===== src/rtl/load_store_unit_if.sv =====
// Bus bundle between the MEM stage, the load/store sequencer and the byte-wide data RAM.
// master = pipeline + RAM side, slave = the sequencer.
interface load_store_unit_if #(
    parameter int ADDR_W = 16
);
    logic              req_valid;
    logic              req_write;
    logic [1:0]        req_size;
    logic              req_unsigned;
    logic [31:0]       req_addr;
    logic [31:0]       req_wdata;
    logic              busy;
    logic              done;
    logic              err;
    logic [31:0]       rdata;
    logic [ADDR_W-1:0] ram_addr;
    logic              ram_we;
    logic [7:0]        ram_wdata;
    logic [7:0]        ram_rdata;

    modport master (
        output req_valid, req_write, req_size, req_unsigned, req_addr, req_wdata, ram_rdata,
        input  busy, done, err, rdata, ram_addr, ram_we, ram_wdata
    );

    modport slave (
        input  req_valid, req_write, req_size, req_unsigned, req_addr, req_wdata, ram_rdata,
        output busy, done, err, rdata, ram_addr, ram_we, ram_wdata
    );
endinterface


===== src/rtl/load_store_unit.sv =====
// Serialises one load/store into 1, 2 or 4 big-endian byte accesses on a synchronous
// single-port RAM, stalling the pipeline and returning the extended load word.
module load_store_unit #(
    parameter int ADDR_W = 16
) (
    input  logic             clk,
    input  logic             rst_n,
    load_store_unit_if.slave bus
);
    typedef enum logic [2:0] {
        S_IDLE   = 3'd0,
        S_ACCESS = 3'd1,
        S_DRAIN  = 3'd2,
        S_DONE   = 3'd3,
        S_ERR    = 3'd4
    } state_e;

    state_e            state_q, state_d;
    logic [1:0]        cnt_q, cnt_d;
    logic              write_q, unsigned_q;
    logic [1:0]        size_q;
    logic [31:0]       rdata_q;
    logic [ADDR_W-1:0] addr_q;
    logic [31:0]       wdata_q;
    logic [23:0]       shift_q;

    logic              accept;
    logic              misaligned;
    logic [1:0]        last_cnt;
    logic [1:0]        byte_sel;
    logic              in_access;
    logic              unused_addr_hi;

    function automatic logic [31:0] extend_load(input logic [31:0] raw,
                                                input logic [1:0]  size,
                                                input logic        zero_ext);
        logic [31:0] res;
        case (size)
            2'b00:   res = {{24{~zero_ext & raw[7]}}, raw[7:0]};
            2'b01:   res = {{16{~zero_ext & raw[15]}}, raw[15:0]};
            default: res = raw;
        endcase
        return res;
    endfunction

    assign unused_addr_hi = ^bus.req_addr[31:ADDR_W];

    assign accept     = (state_q == S_IDLE) && bus.req_valid;
    assign misaligned = (bus.req_size == 2'b11)
                     || ((bus.req_size == 2'b01) && bus.req_addr[0])
                     || ((bus.req_size == 2'b10) && (bus.req_addr[1:0] != 2'b00));
    // last_cnt = N-1: 0 for byte, 1 for half, 3 for word
    assign last_cnt  = {size_q[1], size_q[1] | size_q[0]};
    assign byte_sel  = last_cnt - cnt_q;
    assign in_access = (state_q == S_ACCESS);

    always_comb begin
        state_d = state_q;
        cnt_d   = cnt_q;
        case (state_q)
            S_IDLE: begin
                if (bus.req_valid) begin
                    cnt_d   = 2'd0;
                    state_d = misaligned ? S_ERR : S_ACCESS;
                end
            end
            S_ACCESS: begin
                cnt_d = cnt_q + 2'd1;
                if (cnt_q == last_cnt) begin
                    cnt_d   = 2'd0;
                    state_d = write_q ? S_DONE : S_DRAIN;
                end
            end
            S_DRAIN: state_d = S_DONE;
            S_DONE:  state_d = S_IDLE;
            S_ERR:   state_d = S_IDLE;
            default: begin
                state_d = S_IDLE;
                cnt_d   = 2'd0;
            end
        endcase
    end

    always_ff @(posedge clk or negedge rst_n) begin
        if (!rst_n) begin
            state_q    <= S_IDLE;
            cnt_q      <= 2'd0;
            write_q    <= 1'b0;
            size_q     <= 2'b00;
            unsigned_q <= 1'b0;
            rdata_q    <= 32'd0;
        end else begin
            state_q <= state_d;
            cnt_q   <= cnt_d;
            if (accept) begin
                write_q    <= bus.req_write;
                size_q     <= bus.req_size;
                unsigned_q <= bus.req_unsigned;
            end
            // The last byte arrives during DRAIN; fold it in and publish for DONE
            if (state_q == S_DRAIN)
                rdata_q <= extend_load({shift_q, bus.ram_rdata}, size_q, unsigned_q);
        end
    end

    always_ff @(posedge clk) begin
        if (accept) begin
            addr_q  <= bus.req_addr[ADDR_W-1:0];
            wdata_q <= bus.req_wdata;
        end
        // RAM data lags the address by one cycle, so byte cnt-1 is on ram_rdata now
        if (in_access && !write_q && (cnt_q != 2'd0))
            shift_q <= {shift_q[15:0], bus.ram_rdata};
    end

    assign bus.busy      = in_access || (state_q == S_DRAIN);
    assign bus.done      = (state_q == S_DONE) || (state_q == S_ERR);
    assign bus.err       = (state_q == S_ERR);
    assign bus.rdata     = rdata_q;
    assign bus.ram_we    = in_access && write_q;
    assign bus.ram_wdata = bus.ram_we ? wdata_q[{byte_sel, 3'b000} +: 8] : 8'h00;
    assign bus.ram_addr  = in_access ? (addr_q + ADDR_W'(cnt_q)) : '0;
endmodule


===== src/flat_wrapper.sv =====
// flat-port wrapper written by rule: the top's interface ports become plain ports
module load_store_unit_flat 
#(
    parameter int ADDR_W = 16
)
  (clk, rst_n, bus_req_valid, bus_req_write, bus_req_size, bus_req_unsigned, bus_req_addr, bus_req_wdata, bus_ram_rdata, bus_busy, bus_done, bus_err, bus_rdata, bus_ram_addr, bus_ram_we, bus_ram_wdata);
  load_store_unit_if #(.ADDR_W(ADDR_W)) bus_i ();
  input  logic clk;
  input  logic rst_n;
  input wire logic [$bits(bus_i.req_valid)-1:0] bus_req_valid;
  input wire logic [$bits(bus_i.req_write)-1:0] bus_req_write;
  input wire logic [$bits(bus_i.req_size)-1:0] bus_req_size;
  input wire logic [$bits(bus_i.req_unsigned)-1:0] bus_req_unsigned;
  input wire logic [$bits(bus_i.req_addr)-1:0] bus_req_addr;
  input wire logic [$bits(bus_i.req_wdata)-1:0] bus_req_wdata;
  input wire logic [$bits(bus_i.ram_rdata)-1:0] bus_ram_rdata;
  output wire logic [$bits(bus_i.busy)-1:0] bus_busy;
  output wire logic [$bits(bus_i.done)-1:0] bus_done;
  output wire logic [$bits(bus_i.err)-1:0] bus_err;
  output wire logic [$bits(bus_i.rdata)-1:0] bus_rdata;
  output wire logic [$bits(bus_i.ram_addr)-1:0] bus_ram_addr;
  output wire logic [$bits(bus_i.ram_we)-1:0] bus_ram_we;
  output wire logic [$bits(bus_i.ram_wdata)-1:0] bus_ram_wdata;
  assign bus_i.req_valid = bus_req_valid;
  assign bus_i.req_write = bus_req_write;
  assign bus_i.req_size = bus_req_size;
  assign bus_i.req_unsigned = bus_req_unsigned;
  assign bus_i.req_addr = bus_req_addr;
  assign bus_i.req_wdata = bus_req_wdata;
  assign bus_i.ram_rdata = bus_ram_rdata;
  assign bus_busy = bus_i.busy;
  assign bus_done = bus_i.done;
  assign bus_err = bus_i.err;
  assign bus_rdata = bus_i.rdata;
  assign bus_ram_addr = bus_i.ram_addr;
  assign bus_ram_we = bus_i.ram_we;
  assign bus_ram_wdata = bus_i.ram_wdata;
  load_store_unit #(.ADDR_W(ADDR_W)) u_core (.clk(clk), .rst_n(rst_n), .bus(bus_i));
endmodule

===== config.mk =====
export PLATFORM = sky130hd
export DESIGN_NAME = load_store_unit_flat
export DESIGN_NICKNAME = d
export VERILOG_FILES = /design/src/rtl/load_store_unit_if.sv /design/src/rtl/load_store_unit.sv /design/src/flat_wrapper.sv
export SDC_FILE = /design/constraint.sdc
export NUM_CORES = 1
export LEC_CHECK = 0
export CAP_MARGIN = 30
export CELL_PAD_IN_SITES_DETAIL_PLACEMENT = 0
export CELL_PAD_IN_SITES_GLOBAL_PLACEMENT = 1
export CORE_UTILIZATION = 30
export DETAILED_ROUTE_END_ITERATION = 10
export GPL_TIMING_DRIVEN = 0
export PLACE_DENSITY_LB_ADDON = 0.25
export REMOVE_ABC_BUFFERS = 1
export SETUP_SLACK_MARGIN = 0.2
export SLEW_MARGIN = 20
export SYNTH_ARGS = -nofsm -noshare
export SYNTH_HDL_FRONTEND = slang
export SYNTH_SLANG_ARGS = --single-unit

===== constraint.sdc =====
create_clock -name clk -period 4.7 [get_ports clk]
set_input_delay 0.47 -clock clk [delete_from_list [all_inputs] [get_ports clk]]
set_output_delay 0.47 -clock clk [all_outputs]
set_load 0.02 [all_outputs]

# --- After elaboration in Yosys (flattened, before gate mapping) ---
# Cells that the tools add are included.
totals:
  ff_bits: 113
  input_bits: 79
  word_cells: 58
op_classes:
  n_addsub: 3
  eq_ne: 11
  shift: 1
  n_mux: 11
  bitwise: 5
  reduce_logical: 18
op_table:
  columns: ["op", "count"]
  rows:
  - ["$pmux 32 s2", 1]
  - ["$shiftx 32x6->8", 1]
  - ["$add 16x2->16", 1]
  - ["$mux 16", 1]
  - ["$mux 3", 3]
  - ["$pmux 3 s3", 1]
  - ["$mux 8", 1]
  - ["$eq 3x2->1 const B", 2]
  - ["$logic_and 1x1->1", 6]
  - ["$pmux 2 s3", 1]
  - ["$eq 2x1->1 const B", 2]
  - ["$eq 2x2->1 const B", 2]
  - ["$logic_or 1x1->1", 4]
  - ["$mux 2", 2]
  - ["$ne 2x2->1 const B", 2]
  - ["$reduce_and 2->1", 2]
  - ["$reduce_bool 2->1", 2]
  - ["$eq 3x1->1 const B", 1]
  - ["$eq 3x3->1 const B", 1]
  - ["$logic_not 3->1", 1]
  - ["$reduce_or 3->1", 1]
  - ["$add 2x1->2 const B", 1]
  - ["$and 1x1->1", 2]
  - ["$eq 2x2->1", 1]
  - ["6 further kinds", 7]

# --- Longest topological paths before layout ---
# Gate-level depths: netlist (run 1).
logic_depth:
  ltp_word: 7
  depth_mapped: 9

# --- Least setup slack after synthesis (run 1) ---
# Ideal clock, no wire load.
synth_path:
  path_kind: "reg2reg"
  from: "reg u_core.state_q[2]"
  to: "reg u_core.size_q[0]"
  setup_ns: 0.125
  arrival_time_ns: 3.131
  required_time_ns: 4.575
  slack_ns: 1.444
  stages_incl_launch_ff: 4
  path_buffers: 0
  synth_period_minus_slack_ns: 3.256
  path_cell_list: "dfrtp_1 -> nand2b_1 -> nor3_2 -> mux2_2"
synth_between:
  elab_chain_len: 2
synth_lines:
  columns: ["item", "line_no", "source"]
  rows:
  - ["from (decl)", "load_store_unit.sv:18", "state_e state_q, state_d;"]
  - ["from (signal assigned)", "load_store_unit.sv:93", "state_q <= state_d;"]
  - ["$logic_not 3->1", "load_store_unit.sv:48", "assign accept = (state_q == S_IDLE) && bus.req_valid;"]
  - ["$logic_and 1x1->1", "load_store_unit.sv:48", null]
  - ["net u_core.accept", "load_store_unit.sv:27", "logic accept;"]
  - ["to (signal assigned)", "load_store_unit.sv:97", "size_q <= bus.req_size;"]
  - ["to (decl)", "load_store_unit.sv:21", "logic [1:0] size_q;"]
# The timed path passes the listed nets, and every way through them passes these cells.
# A chain may end at the register's enable or synchronous reset.

# --- Worst setup path after layout (run 1) ---
layout_path:
  from: "reg u_core.size_q[1]"
  to: "out bus_ram_wdata[1]"
layout_between:
  elab_chain_len: 4
layout_lines:
  columns: ["item", "line_no", "source"]
  rows:
  - ["$or 1x1->1", "load_store_unit.sv:53", "assign last_cnt = {size_q[1], size_q[1] | size_q[0]};"]
  - ["$sub 2x2->2 *", "load_store_unit.sv:54", "assign byte_sel = last_cnt - cnt_q;"]
  - ["$shiftx 32x6->8 *", "load_store_unit.sv:121", "assign bus.ram_wdata = bus.ram_we ? wdata_q[{byte_sel, 3'b000} +: 8] : 8'h00;"]
  - ["$mux 8 *", "load_store_unit.sv:121", null]
  - ["to (decl)", "flat_wrapper.sv:23", "output wire logic [$bits(bus_i.ram_wdata)-1:0] bus_ram_wdata;"]
# Mark *: on every way between the ends. The rest lies on a longest branch, timed or not.

==> summary.md, run 1 <==
| Metric | Value |
|---|---|
| Status | completed |
| R2r endpoint | u_core.shift_q[22] |
| Vias per cell | 4.64 |
| CP startpoint kind | flop |
| Synthesis-to-finish area growth | 45.3% |
| Final wirelength | around 11000 microns |
| Dpl hpwl | 7340 microns |
| Residual DRC | 0 |
| Final ANT Viol Nets | 0 |
| Reg2Reg Setup Slack | 2.13 ns |
| Reg-to-reg startpoint | u_core.state_q[0] |
| WL per Instance | 15.9 microns |
| Crit path launch | u_core.size_q[1] |
| DR vias | between 3000 and 4000 |
| Cts bufs inserted | 17 |
| Final nets | 559 |
| Worst Setup EP | bus_ram_wdata[1] |
| Post-synthesis sequential area ratio | 0.684 |
| Routability cong. | 0.696 |
| DRT iter0 DRCs | around 160 |
| Area leader, netlist | edfxtp_1 |
| CP Class | flop to output pin |
| Worst-margin pin slew | 0.724 ns |
| Post-synthesis mux area share | 0.0631 |
| Async SR Flop Fraction | 0.363 |
| Worst VDD drop | 403 uV |
| Core Footprint | 15200 sq um |
| R2R cell count | 4 |
| Slew headroom | 0.516 |
| Worst EP arrival | 3.54 ns |
| Tcrit/Tclk final | 0.853 |
| Largest net degree at the start of global routing | 29 |
| M3 GR Usage | 0.0540 |
| Worst Path Max Fanout | 20 |
| Min Tclk post-route | 4.01 ns |
| Max Buffers Root-to-Sink | 2 |
| Starting Density | 0.306 |
| Max Cap Violations | 0 |
| Tot GR Track Use | 0.144 |
| CTS Sinks | about 110 |
| RSZ-0062 raised after global routing | false |
| Post-Place Worst Slack | 0.816 ns |
| Fill cells | 1391 |
| Die Height | 127 microns |
| Total leakage power | about 0.0025 uW |
| Fin Hold WS | between 0.4 and 0.5 ns |
| EDFF count, synth | 72 |
| Share of cells above drive strength 1 | 0.139 |
| Synth Flop Type | edfxtp_1 |
| Synth Area in Compound Gates | 0.0876 |
| Synth top area cells | edfxtp_1, dfrtp_1, a21oi_1 |
| CTS clk-pin slew, worst paths | 0.06 ns |
| Power density over cell area | 698 nW/um^2 |
| Grt met2 use | 0.234 |
| Initial antenna violation count | 0 |
| Die area | 16000 sq um |
| Port Buffers | 122 |
| Worst-skew pair later-pin latency | between 0.4 and 0.5 ns |
| Final core utilization | 0.445 |
| Worst clock skew | 0.00751 ns |
| Fmax | ~0.25 GHz |
| I/O Pins | 139 |
| Mean post-synth cell area | between 10 and 15 sq um |
| Adder-Cell Fraction of Synth Area | 0.0150 |
| Gr busiest metal | met2 |
| ANT cells | 0 |
| DIE WIDTH | 127 microns |
| Share of the synthesized area in the top cell type | 0.464 |
| Vias in the first global route | 3216 |
| Max-slew violations | 0 |
| Worst setup EP type | output pin |
| Final Setup Violations | 0 |
| Simple-gate share of the synthesized area | 0.0986 |
| Drt first pass iters | 4 |
| H-tree depth reported by CTS | 4 |
| Post-synthesis cell area | 4660 sq um |
| Register bit total from synthesis | 113 |
| Netlist cell types | 44 |
| Overflow after GRT | 0 |
| First-pass GRT wire length | between 15000 and 20000 microns |
| Hold Fails Final Rpt | 0 |
| Setup TNS Final | 0 ns |
| Main combinational cell family by area after synthesis | simple AND/OR/NAND/NOR gates |
| GR Layer Usage met1 | 0.171 |
| Synth Instances | 338 |
| Slack of the critical path | 0.692 ns |
| Data required time at the worst endpoint | roughly 4.2 ns |
| # rows | 45 |
| Clock root buffer | clkbuf_16 |
| Hold Path Stages | 0 |
| Area share of xor/xnor cells in the synthesized design | 0.0301 |
| Yosys warnings | 0 |
| CTS tree | done |
| Worst min-delay path class | flop to flop |
[worst max-delay path, cell delays in order (launching register included)]
cell and delay [ns]:
dfrtp_2 0.63, or2_1 0.52, inv_1 0.09, ha_1 0.26, xor2_4 0.62, mux2i_1 0.16, o22ai_1 0.18, clkdlybuf4s50_1 0.65
[what timing repair did]
item | 4_1_cts | 5_1_grt
hold buffers | 1 | 0
buffers inserted | 0 | 0
setup endpoints to repair | 0 | 4
gates resized for setup | 0 | 1
endpoints found under the hold margin | 13 | 0
[stage by stage]
stage	area, sq um	std cells	power, uW
6_report	6770	676	4720
4_1_cts	6770	676	4790
3_3_place_gp	6030	632	3430
3_5_place_dp	6160	643	3490
5_1_grt	6770	676	5000
2_1_floorplan	4570	322	2650
[synthesized netlist by cell type (all sizes together), types with 7 or more instances]
master,count
edfxtp,72
mux2,11
clkbuf,7
o22ai,8
a21oi,52
nor2,37
xor2,11
dfrtp,41
buf,9
nand2,10
nand3,10
mux2i,17
[per-layer routing]
metal | routed length [microns] | share of wire
met5 | 0 | 0
met4 | 150 | 0.014
met3 | 727 | 0.068
met2 | 5190 | 0.48
met1 | 4700 | 0.44
[area by class of cell]
| class | count | area (sq um) | area share |
|---|---|---|---|
| flip-flops and latches | 113 | 3190 | 0.471 |
| multi-input cells | 205 | 1390 | 0.205 |
| repair buffers | 134 | 1340 | 0.199 |
| clock buffers | 18 | 439 | 0.0649 |
| well taps | 188 | 235 | 0.0348 |
| clock inverters | 14 | 156 | 0.0231 |
| inverters | 4 | 15.0 | 0.00222 |
[power by group]
part | total, uW | leakage [uW] | internal [uW] | switching (uW)
Combinational | 1860 | 0.00107 | 865 | 991
Clock | 1270 | 0.000280 | 799 | 475
Sequential | 1590 | 0.00113 | 1390 | 197
Total | 4720 | 0.00248 | 3060 | 1660
[flip-flops by register name, summed over array words and instances (netlist names)]
register           flops
u_core.shift_q        24
u_core.state_q         3
u_core.write_q         1
u_core.unsigned_q      1
u_core.size_q          2
u_core.addr_q         16
u_core.cnt_q           2
u_core.wdata_q        32
u_core.bus.rdata      32
[worst min-delay path by stage]
stage / from / endpoint / slack [ns]
floorplan: rst_n / u_core.bus.rdata[0] / 0.17
global placement: u_core.shift_q[8] / u_core.shift_q[16] / 0.43
detailed placement: rst_n / u_core.bus.rdata[5] / 0.41
CTS: u_core.shift_q[2] / u_core.shift_q[10] / 0.45
global route: u_core.shift_q[8] / u_core.shift_q[16] / 0.45
finish: u_core.shift_q[13] / u_core.shift_q[21] / 0.45
[layout by cell type (no fill, tap or decap), drive strengths merged, types with 8 or more instances in the layout]
cell type,count
buf,12
edfxtp,72
clkbuf,18
nand2,10
nor2,37
xor2,11
mux2i,17
a21oi,52
dfrtp,41
clkdlybuf4s50,121
nand3,10
o22ai,8
mux2,11
[kinds of logic (layout without fill, tap and decap cells)]
family | Yosys count | count (layout)
xor gates and xnor gates | 13 | 13
AOI/OAI and AO/OA | 74 | 74
adders and majority gates | 5 | 5
buffers and inverters | 20 | 170
DFF | 113 | 113
and+or+nand+nor | 85 | 85
muxes | 28 | 28
Note: power is estimated with default switching activity, not from simulation.
==> run 2, diff against run 1 <==
--- a/config.mk
+++ b/config.mk
@@ -5,10 +5,10 @@
 export SDC_FILE = /design/constraint.sdc
 export NUM_CORES = 1
 export LEC_CHECK = 0
-export CAP_MARGIN = 30
 export CELL_PAD_IN_SITES_DETAIL_PLACEMENT = 0
 export CELL_PAD_IN_SITES_GLOBAL_PLACEMENT = 1
 export CORE_UTILIZATION = 30
+export CTS_CLUSTER_SIZE = 30
 export DETAILED_ROUTE_END_ITERATION = 10
 export GPL_TIMING_DRIVEN = 0
 export PLACE_DENSITY_LB_ADDON = 0.25
==> run 2 against run 1 <==
  * Setup slack got worse by 0.0089 ns
  * Critical endpoint is now bus_ram_wdata[0]
  * Utilization about the same
  * Non-clock buffer count decreased by 1
  * Clock-buffer cell count unchanged
  * Critical path depth unchanged
  * Hold slack improved by 0.00099 ns
  * Clock power about the same
==> summary.md, run 2 (synthesis results as in run 1) <==
| Metric | Value |
|---|---|
| Status | completed |
| Worst EP arrival | 3.55 ns (about the same) |
| Slack of the critical path | 0.683 ns (-0.00887 ns) |
| DIE WIDTH | 127 microns (unchanged) |
| CP Cell Sequence | or2_1 -> inv_1 -> ha_1 -> xor2_4 -> mux2i_1 -> o22ai_1 -> clkdlybuf4s50_1 |
| Cts bufs inserted | 17 (unchanged) |
| Total leakage power | 0.00248 uW (-0.15%) |
| Tcrit/Tclk final | 0.855 (+0.00189) |
| Slew headroom | 0.507 (-0.00977) |
| CP startpoint kind | flop |
| Routability cong. | 0.696 (unchanged) |
| Data required time at the worst endpoint | 4.23 ns (about the same) |
| First-pass GRT wire length | 17200 microns (+1.1%) |
| Largest net degree at the start of global routing | 29 (unchanged) |
| Worst Path Max Fanout | 20 (unchanged) |
| I/O Pins | 139 (unchanged) |
| Die area | 16000 sq um (unchanged) |
| Port Buffers | 122 (unchanged) |
| Post-CTS setup repair buffer count | 0 (unchanged) |
| # rows | 45 (unchanged) |
| Max Buffers Root-to-Sink | 2 (unchanged) |
| Vias in the first global route | 3234 (+0.56%) |
| Tot GR Track Use | 0.146 (+0.00191) |
| Worst-margin pin slew | 0.739 ns (+0.0146 ns) |
| Die Height | 127 microns (unchanged) |
| Worst path slowest cell | dfrtp_2 |
| CTS clk-pin slew, worst paths | 0.06 ns (about the same) |
| Dpl hpwl | 7420 microns (+1.1%) |
| Clock root buffer | clkbuf_16 |
| H-tree depth reported by CTS | 4 (unchanged) |
| Most common cell after layout, fill and taps aside | clkdlybuf4s50_1 |
| Filler-free cell count of the finished design | 675 (-0.15%) |
| Max Cap Violations | 0 (unchanged) |
| Max-slew violations | 0 (unchanged) |
| Starting Density | 0.306 (unchanged) |
| Initial antenna violation count | 0 (unchanged) |
| CP max stage delay | 0.66 ns (about the same) |
| Overflow after GRT | 0 (unchanged) |
| CTS tree | done |
| Post-Place Worst Slack | 0.805 ns (-0.0116 ns) |
| Worst VDD drop | 323 uV (-20%) |
| CP Class | flop to output pin |
| Worst setup EP type | output pin |
| Most frequent cells in the layout | clkdlybuf4s50_1, edfxtp_1, a21oi_1 |
| Final ANT Viol Nets | 0 (unchanged) |
| Final wirelength | 10800 microns (about the same) |
| Inst Count DP | 642 (-0.16%) |
| Final nets | 558 (-0.18%) |
| Post-layout power | 4730 uW (+0.11%) |
| Fmax | 0.249 GHz (-0.22%) |
| Vias per cell | 4.66 (+0.24%) |
| Share of cells above drive strength 1 | 0.138 (-0.00177) |
| CTS Sinks | 113 (unchanged) |
| Hold Fails Final Rpt | 0 (unchanged) |
| Fin Hold WS | 0.447 ns (+0.000987 ns) |
| Worst min-delay path class | flop to flop |
| ANT cells | 0 (unchanged) |
| Worst clock skew | 0.00622 ns (-0.00129 ns) |
| Power density over cell area | 698 nW/um^2 (+0.12%) |
| DR vias | 3143 (+0.096%) |
| Min Tclk post-route | 4.02 ns (+0.00888 ns) |
| Worst-skew pair later-pin latency | 0.41 ns (about the same) |
| Final Setup Violations | 0 (unchanged) |
| WL per Instance | 15.9 microns (+0.11%) |
| DRT iter0 DRCs | 154 (-0.65%) |
| Drt first pass iters | 4 (unchanged) |
| RSZ-0062 raised after global routing | false |
| Residual DRC | 0 (unchanged) |
| Synthesis-to-finish area growth | 45.2% (about the same) |
| Core Footprint | 15200 sq um (unchanged) |
run 2: final cells by class:
type                            count  area (sq um)
Clock buffer                       18           439
Multi-Input combinational cell    205          1390
Timing Repair Buffer              133          1340
Tap cell                          188           235
Sequential cell                   113          3190
Fill cell                        1415          8440
Inverter                            4          15.0
Clock inverter                     14           156
run 2: final timing paths:
check                                        from                   to  slack [ns]  cells past startpoint
max in group asynchronous                   rst_n     u_core.size_q[1]        3.71                      3
worst max register to register  u_core.state_q[0]   u_core.shift_q[14]        2.14                      4
worst min register to register  u_core.shift_q[0]    u_core.shift_q[8]        0.45                      0
worst max-delay path             u_core.size_q[1]     bus_ram_wdata[0]        0.68                      7
worst min-delay path            u_core.shift_q[0]    u_core.shift_q[8]        0.45                      0
min in group asynchronous                   rst_n  u_core.bus.rdata[5]        0.50                      2
run 2: power breakdown:
part / switching [uW] / internal (uW) / leakage [uW] / total (uW)
Sequential: 203 / 1390 / 0.00113 / 1600
Combinational: 988 / 863 / 0.00107 / 1850
Clock: 479 / 800 / 0.000280 / 1280
run 2: worst max-delay path: cells and delay by family, from the launching register on:
kind,cells,cell delay (ns)
simple gates,1,0.48
buf+inv,2,0.74
flops,1,0.66
fa+ha+maj,1,0.26
compound gates,1,0.19
xor+xnor,1,0.64
mux,1,0.16
run 2: through the flow:
| stage | utilization | cell area [sq um] | TNS [ns] |
|---|---|---|---|
| detailed placement | 0.405 | 6150 | 0 |
| floorplan | - | 4570 | -0.0499 |
| global route | 0.445 | 6770 | 0 |
| finish | 0.445 | 6770 | 0 |
| global placement | 0.397 | 6030 | -38.29 |
| CTS | 0.445 | 6760 | 0 |
run 2: layer usage:
metal | wire (microns) | GRT usage | part of all wire | up-vias
li1 | - | - | - | 1529
met1 | 4750 | 0.177 | 0.44 | 1516
met2 | 5170 | 0.231 | 0.48 | 88
met3 | 695 | 0.0540 | 0.065 | 10
met4 | 142 | 0.0666 | 0.013 | 0
met5 | 0 | 0 | 0 | -
run 2: timing repair:
action | in CTS | in global routing
hold endpoints to repair | 13 | 0
hold buffers | 1 | 0
gates resized for setup | 0 | 1
setup endpoints to repair | 0 | 8
==> run 3, diff against run 2 <==
--- a/config.mk
+++ b/config.mk
@@ -5,6 +5,7 @@
 export SDC_FILE = /design/constraint.sdc
 export NUM_CORES = 1
 export LEC_CHECK = 0
+export ABC_CLOCK_PERIOD_IN_PS = 4700
 export CELL_PAD_IN_SITES_DETAIL_PLACEMENT = 0
 export CELL_PAD_IN_SITES_GLOBAL_PLACEMENT = 1
 export CORE_UTILIZATION = 30
==> results of run 3 <==
Final layout, timing and power as in run 2 (identical DEF).
